File: config.mk
export PLATFORM = sky130hd
export DESIGN_NAME = id_ex_stage_reg
export DESIGN_NICKNAME = d
export VERILOG_FILES = /design/src/rtl/id_ex_stage_reg.sv
export SDC_FILE = /design/constraint.sdc
export NUM_CORES = 1
export LEC_CHECK = 0
export CAP_MARGIN = 10
export CORE_UTILIZATION = 36
export CTS_CLUSTER_DIAMETER = 200
export DETAILED_ROUTE_END_ITERATION = 6
export PLACE_DENSITY = 0.88
export SLEW_MARGIN = 10
export SYNTH_ARGS = -nofsm -noshare
export SYNTH_HDL_FRONTEND = slang
export SYNTH_SLANG_ARGS = --single-unit
File: constraint.sdc
create_clock -name clk -period 1.3 [get_ports clk]
set_input_delay 0.13 -clock clk [delete_from_list [all_inputs] [get_ports clk]]
set_output_delay 0.13 -clock clk [all_outputs]
set_load 0.02 [all_outputs]
File: src/rtl/id_ex_stage_reg.sv
// id_ex_stage_reg: ID/EX pipeline register with load/bubble/hold decode, flush, and stall watchdog.
// Optional perf counters (perf_bubbles, perf_holds) are enabled by defining ID_EX_PERF_EN.
module id_ex_stage_reg #(
  parameter int CTRL_W    = 12,
  parameter int STALL_MAX = 16
) (
  input  logic              clk,
  input  logic              rst,
  input  logic [2:0]        ID_EX_Write,
  input  logic              flush,
  input  logic              id_valid,
  input  logic [31:0]       id_pc,
  input  logic [5:0]        id_opcode,
  input  logic [5:0]        id_func,
  input  logic [31:0]       id_rs_data,
  input  logic [31:0]       id_rt_data,
  input  logic [31:0]       id_imm_ext,
  input  logic [4:0]        id_rs,
  input  logic [4:0]        id_rt,
  input  logic [4:0]        id_write_reg,
  input  logic [CTRL_W-1:0] id_ctrl,
  output logic              ex_valid,
  output logic [31:0]       ex_pc,
  output logic [31:0]       ex_rs_data,
  output logic [31:0]       ex_rt_data,
  output logic [31:0]       ex_imm_ext,
  output logic [5:0]        ID_EXE_opcode,
  output logic [5:0]        ex_func,
  output logic [4:0]        ex_rs,
  output logic [4:0]        ex_rt,
  output logic [4:0]        ID_EXE_WriteReg,
`ifdef ID_EX_PERF_EN
  output logic [31:0]       perf_bubbles,
  output logic [31:0]       perf_holds,
`endif
  output logic [CTRL_W-1:0] ex_ctrl,
  output logic              stall_timeout
);
  typedef struct packed {
    logic              valid;
    logic [31:0]       pc;
    logic [5:0]        opcode;
    logic [5:0]        func;
    logic [31:0]       rs_data;
    logic [31:0]       rt_data;
    logic [31:0]       imm;
    logic [4:0]        rs;
    logic [4:0]        rt;
    logic [4:0]        wr;
    logic [CTRL_W-1:0] ctrl;
  } stage_t;
  localparam logic [7:0] STALL_LIM = 8'(STALL_MAX);
  stage_t     stage_q, stage_d, id_s;
  logic [7:0] hold_cnt_q, hold_cnt_d;
  logic       timeout_q, timeout_d;
  logic       load, nop, hold;
  // An all-zero bundle is the NOP: sll $0 with no writes enabled.
  assign nop  = flush || (ID_EX_Write == 3'b000);
  assign load = !nop && (ID_EX_Write == 3'b111);
  assign hold = !nop && !load;
  always_comb begin
    id_s = '{valid: id_valid, pc: id_pc, opcode: id_opcode, func: id_func,
             rs_data: id_rs_data, rt_data: id_rt_data, imm: id_imm_ext,
             rs: id_rs, rt: id_rt, wr: id_write_reg, ctrl: id_ctrl};
    stage_d = nop ? '0 : load ? id_s : stage_q;
    hold_cnt_d = !hold ? 8'd0 :
                 (stage_q.valid && hold_cnt_q != 8'hFF) ? hold_cnt_q + 8'd1 : hold_cnt_q;
    timeout_d = timeout_q || (hold_cnt_d >= STALL_LIM);
  end
  always_ff @(posedge clk) begin
    if (rst) begin
      stage_q    <= '0;
      hold_cnt_q <= '0;
      timeout_q  <= 1'b0;
    end else begin
      stage_q    <= stage_d;
      hold_cnt_q <= hold_cnt_d;
      timeout_q  <= timeout_d;
    end
  end
`ifdef ID_EX_PERF_EN
  logic [31:0] bubbles_q, bubbles_d, holds_q, holds_d;
  always_comb begin
    bubbles_d = (nop && bubbles_q != '1) ? bubbles_q + 32'd1 : bubbles_q;
    holds_d   = (hold && holds_q != '1) ? holds_q + 32'd1 : holds_q;
  end
  always_ff @(posedge clk) begin
    if (rst) begin
      bubbles_q <= '0;
      holds_q   <= '0;
    end else begin
      bubbles_q <= bubbles_d;
      holds_q   <= holds_d;
    end
  end
  assign perf_bubbles = bubbles_q;
  assign perf_holds   = holds_q;
`endif
  assign ex_valid        = stage_q.valid;
  assign ex_pc           = stage_q.pc;
  assign ex_rs_data      = stage_q.rs_data;
  assign ex_rt_data      = stage_q.rt_data;
  assign ex_imm_ext      = stage_q.imm;
  assign ID_EXE_opcode   = stage_q.opcode;
  assign ex_func         = stage_q.func;
  assign ex_rs           = stage_q.rs;
  assign ex_rt           = stage_q.rt;
  assign ID_EXE_WriteReg = stage_q.wr;
  assign ex_ctrl         = stage_q.ctrl;
  assign stall_timeout   = timeout_q;
endmodule
Word-level counts from Yosys, hierarchy flattened
Cells that the tools add are included.

operators by class
  add/subtract/negate cells = 1
  order comparisons = 1
  eq/ne operators = 2
  mux-type cells = 2
  reductions and logical operators = 9

operators by type and width
  kind                                                                    count
  8-bit 2-to-1 mux                                                        2
  8-bit by 1-bit adder with 8-bit output (second input constant)          1
  8-bit by 5-bit >= comparator with 1-bit output (second input constant)  1
  8-bit inequality test (second input constant)                           1
  3-bit == test (second input constant)                                   1
  1-bit logical AND                                                       3
  3-bit zero test                                                         1
  1-bit zero test                                                         2
  1-bit logical OR                                                        2
  2-bit OR reduction                                                      1

word-level totals
  register bits after elaboration = 177
  word-level logic and storage cells = 28

Logic depth before layout (Yosys ltp)
  word-level depth = 9
  mapped depth = 6

Least setup slack after synthesis
Ideal clock, no wire load.

  path type = register -> register
  from = register hold_cnt_q[0]
  to = register timeout_q (netlist: stall_timeout)
  library setup time = 0.120 ns
  arrival time = 1.282 ns
  data required time = 1.180 ns
  path slack = -0.102 ns
  cell stages (with the launch flop) = 7
  buffers on the path = 0
  path through = dfxtp_1 ha_1 and4_2 o211ai_1 o21ai_0 a21boi_0 o21ai_1

on the way
  word-level cells in the longest chain between the ends = 6
  elaborated cells on any way between the ends = 7
  classes of those cells = 1 x add/sub; 1 x order compare; 1 x eq/ne; 2 x mux; 2 x reduce/logical

ends and longest elaborated chain
  element                                                                         line  RTL
  start, declared                                                                 54    logic [7:0] hold_cnt_q, hold_cnt_d;
  start signal, assigned                                                          77    hold_cnt_q <= hold_cnt_d;
  branches (longest 2 deep; another with 8-bit by 1-bit adder with 8-bit output)  -
  8-bit 2-to-1 mux (*)                                                            67    (stage_q.valid && hold_cnt_q != 8'hFF) ? hold_cnt_q + 8'd1 : hold_cnt_q;
  8-bit 2-to-1 mux (*)                                                            66    hold_cnt_d = !hold ? 8'd0 :
  8-bit by 5-bit >= comparator with 1-bit output (*)                              68    timeout_d = timeout_q || (hold_cnt_d >= STALL_LIM);
  1-bit logical OR (*)                                                            68
  end signal, assigned                                                            78    timeout_q <= timeout_d;
  end, declared                                                                   55    logic timeout_q, timeout_d;

Every way passes the cells marked *.
A chain may end at the register's enable or synchronous reset.

Worst setup path after layout
  from = register hold_cnt_q[1]
  to = register timeout_q (netlist: stall_timeout)

Same word-level chain as after synthesis.

==> metrics.csv <==
stage;metric;value;unit
clock_network;clock-root-buffer;clkbuf_16;
timing;setup_viol;5;
timing;grt_setup_unrepaired;yes;
cells_and_area;finalNonFillerCells;1397;
clock_network;cts_buffers;17;
power_and_ir_drop;p_leak;4.43;nW
timing;max_slew_margin;0.813;
synth;syn_area;0.00686;mm²
status;status;finished with violations;
synth;synth.avg_cell_area;8.72;µm²
setup_path;crit_arrival;1.67;ns
cells_and_area;final_nets;1325;
min_path;hp-class;in -> reg;
timing;post-route-min-period;1.36;ns
setup_path;crit_path_end_kind;flip-flop;
synth;synth_flop_cell;dfxtp_1;
die;start_util;0.367;
synth;synth_cells;787;
timing;setup_slack;-0.0551;ns
place;dpl_cell_area;0.0108;mm²
die;die_area;0.0196;mm²
cells_and_area;antennaDiodeCount;0;
clock_network;clk_path_buf_depth;2;
synth;syn-num-nets;962;
grt;grt.total_usage;0.209;
cells_and_area;area_growth;62.8;%
timing;fin_skew;0.00468;ns
grt;grtUsageMet1;0.234;
clock_network;h-tree-depth;4;
cells_and_area;finalInstanceArea;0.0112;mm²
timing;final-hold-violation-count;0;
grt;busiest_layer;met2;
power_and_ir_drop;vdd_drop_max;893;µV
synth;ys.warnings.count;0;
job;max_cap_violations;0;
synth;synthTopCellsByArea;dfxtp_1 52%, nand2_1 18%, a21oi_2 13%;
synth;yosysMostFrequentCell;nand2_1;
setup_path;crit_fanout;3;
routing;first_pass_iters;5;
synth;synth_top_area_frac;0.516;
power_and_ir_drop;p_per_area;1040;mW/mm²
routing;drc;0;
timing;hold_ws;0.246;ns
grt;use_met3;0.0578;
setup_path;cp.required;1.61;ns
place;dpl.cell_count;1364;
clock_network;worstSkewPairLatency;0.42;ns
synth;synth_seq_cells;177;
timing;finalSetupTns;-0.116;ns
clock_network;clk_pin_slew;0.08;ns
synth;async_flop_share;0;
grt;grt_pass1_vias;6675;
routing;num_vias;6685;
synth;yosysTopAreaCell;dfxtp_1;
setup_path;critPathKind;reg -> reg;
die;fp.coreArea;0.0187;mm²
routing;ant_nets;0;
routing;wl;20.5;mm
timing;report.final.slew_viol_count;0;
synth;synth.distinct_cells;40;
routing;wl_per_cell;14.7;µm
die;rows;50;
synth;ys_seq_area_frac;0.516;
die;ios;343;
grt;grt_max_degree;36;
place;io_buffers;342;
grt;grtUsageMet2;0.369;
place;gp_congestion;0.820;
clock_network;cts.sinks;177;
place;dp_hpwl;15.3;mm
timing;period_share;1.04;
grt;antenna_found_initial;0;
grt;grt_pass1_wl;32.7;mm
setup_path;crit_path_start_kind;flip-flop;
clock_network;cts_tree;built;
grt;grt_overflow;0;
cells_and_area;drive_gt1_frac;0.187;
timing;fmax;738;MHz
routing;drtIter0Drc;247;
cells_and_area;nFillCells;1608;
routing;viasPerCell;4.79;
die;die_w;140;µm
timing;worst_slew_pin_slew;0.282;ns
status;violations;setup timing;
die;dieHeight;140;µm
synth;synth_edf_count;0;
synth;synthTopCellsByCount;338 x nand2_1, 177 x dfxtp_1, 100 x a21oi_2;
[cell families (layout without fill, tap and decap cells)]
family / after synthesis / in the layout / share of synthesized area
adders and majority gates: 1 / 1 / 0.00182
muxes: 1 / 1 / 0.00146
AOI/OAI and AO/OA: 180 / 180 / 0.189
DFF: 177 / 177 / 0.516
and+or+nand+nor: 366 / 366 / 0.215
buffers and inverters: 59 / 435 / 0.0729
xor gates and xnor gates: 3 / 3 / 0.00383
[registers in the layout, summed over array words and instances (netlist names)]
register and count:
ex_func 6, ex_ctrl 12, ID_EXE_WriteReg 5, ex_valid 1, ex_rs 5, ex_pc 32
ID_EXE_opcode 6, ex_rs_data 32, stall_timeout 1, ex_imm_ext 32, ex_rt 5, hold_cnt_q 8
ex_rt_data 32
[layer usage]
layer / vias to the layer above / share of wire / wire length, µm
met3: 40 / 0.063 / 1300
met4: 0 / 0.031 / 635
met5: - / 0 / 0
met1: 3126 / 0.41 / 8290
li1: 3275 / - / -
met2: 244 / 0.50 / 10200
[cells in the final DEF, fill, tap and decap left out, types with 2 or more instances in the layout]
cell type | Yosys | routed
buf_4 | 5 | 42
clkdlybuf4s50_1 | 0 | 173
dlygate4sd2_1 | 0 | 152
dfxtp_2 | 0 | 6
clkinv_8 | 0 | 2
clkbuf_16 | 0 | 17
clkdlybuf4s15_1 | 0 | 14
clkbuf_2 | 0 | 2
inv_6 | 0 | 4
dfxtp_1 | 177 | 170
nand2_1 | 338 | 338
nor2_1 | 6 | 6
inv_1 | 3 | 3
a21boi_2 | 0 | 2
clkinv_4 | 0 | 2
o21ai_1 | 1 | 2
a21oi_2 | 100 | 101
nor3_1 | 3 | 2
a21oi_1 | 69 | 68
xnor2_1 | 2 | 2
nand3_1 | 4 | 4
buf_12 | 0 | 16
o21ai_0 | 3 | 2
inv_8 | 0 | 4
[worst max-delay path: stages, from the launching register on]
cell	delay, ns
dfxtp_4	0.36
ha_4	0.16
buf_4	0.14
buf_4	0.13
nand2_1	0.06
o2111ai_1	0.15
a21boi_2	0.17
o21ai_1	0.08
[area by class of cell]
class,instances,area (µm²),area share
timing repair buffer,400,3850,0.345
inverter,3,11.3,0.00101
multi-input combinational,551,2880,0.258
sequential,177,3550,0.318
clock buffer,18,439,0.0393
clock inverter,14,143,0.0128
tap,234,293,0.0262
[stage by stage]
stage / util / setup slack (ns) / total power (W)
5_1_grt: 0.597 / -0.124 / 0.0120
2_1_floorplan: - / 0.0221 / 0.00600
3_5_place_dp: 0.575 / -0.388 / 0.00671
3_3_place_gp: 0.575 / -0.367 / 0.00670
4_1_cts: 0.596 / -0.0335 / 0.0117
6_report: 0.597 / -0.0551 / 0.0116
[final timing paths]
check                                start                       end  slack [ns]  cells after the start
setup / recovery  hold_cnt_q[1]$_SDFF_PP0_  stall_timeout$_SDFF_PP0_       -0.06                      7
hold / removal                  id_ctrl[0]   ex_ctrl[0]$_SDFFE_PP0P_        0.25                      3
setup reg to reg  hold_cnt_q[1]$_SDFF_PP0_  stall_timeout$_SDFF_PP0_       -0.06                      7
hold reg to reg    ex_func[3]$_SDFFE_PP0P_   ex_func[3]$_SDFFE_PP0P_        0.45                      2
[report_power, final]
part	internal (W)	total (W)	leakage, nW	switching, W
Sequential	0.00545	0.00547	1.43	0.0000187
Combinational	0.000646	0.00109	2.71	0.000440
Clock	0.00261	0.00506	0.285	0.00244
Total	0.00871	0.0116	4.43	0.00290
[repair_timing]
item,in CTS,in global routing
endpoints found under the setup margin,174,21
gates resized for setup,183,21
setup buffers,1,0
hold buffers,0,0
pin swaps,1,2
No activity file was read; power rests on OpenSTA's default activity.
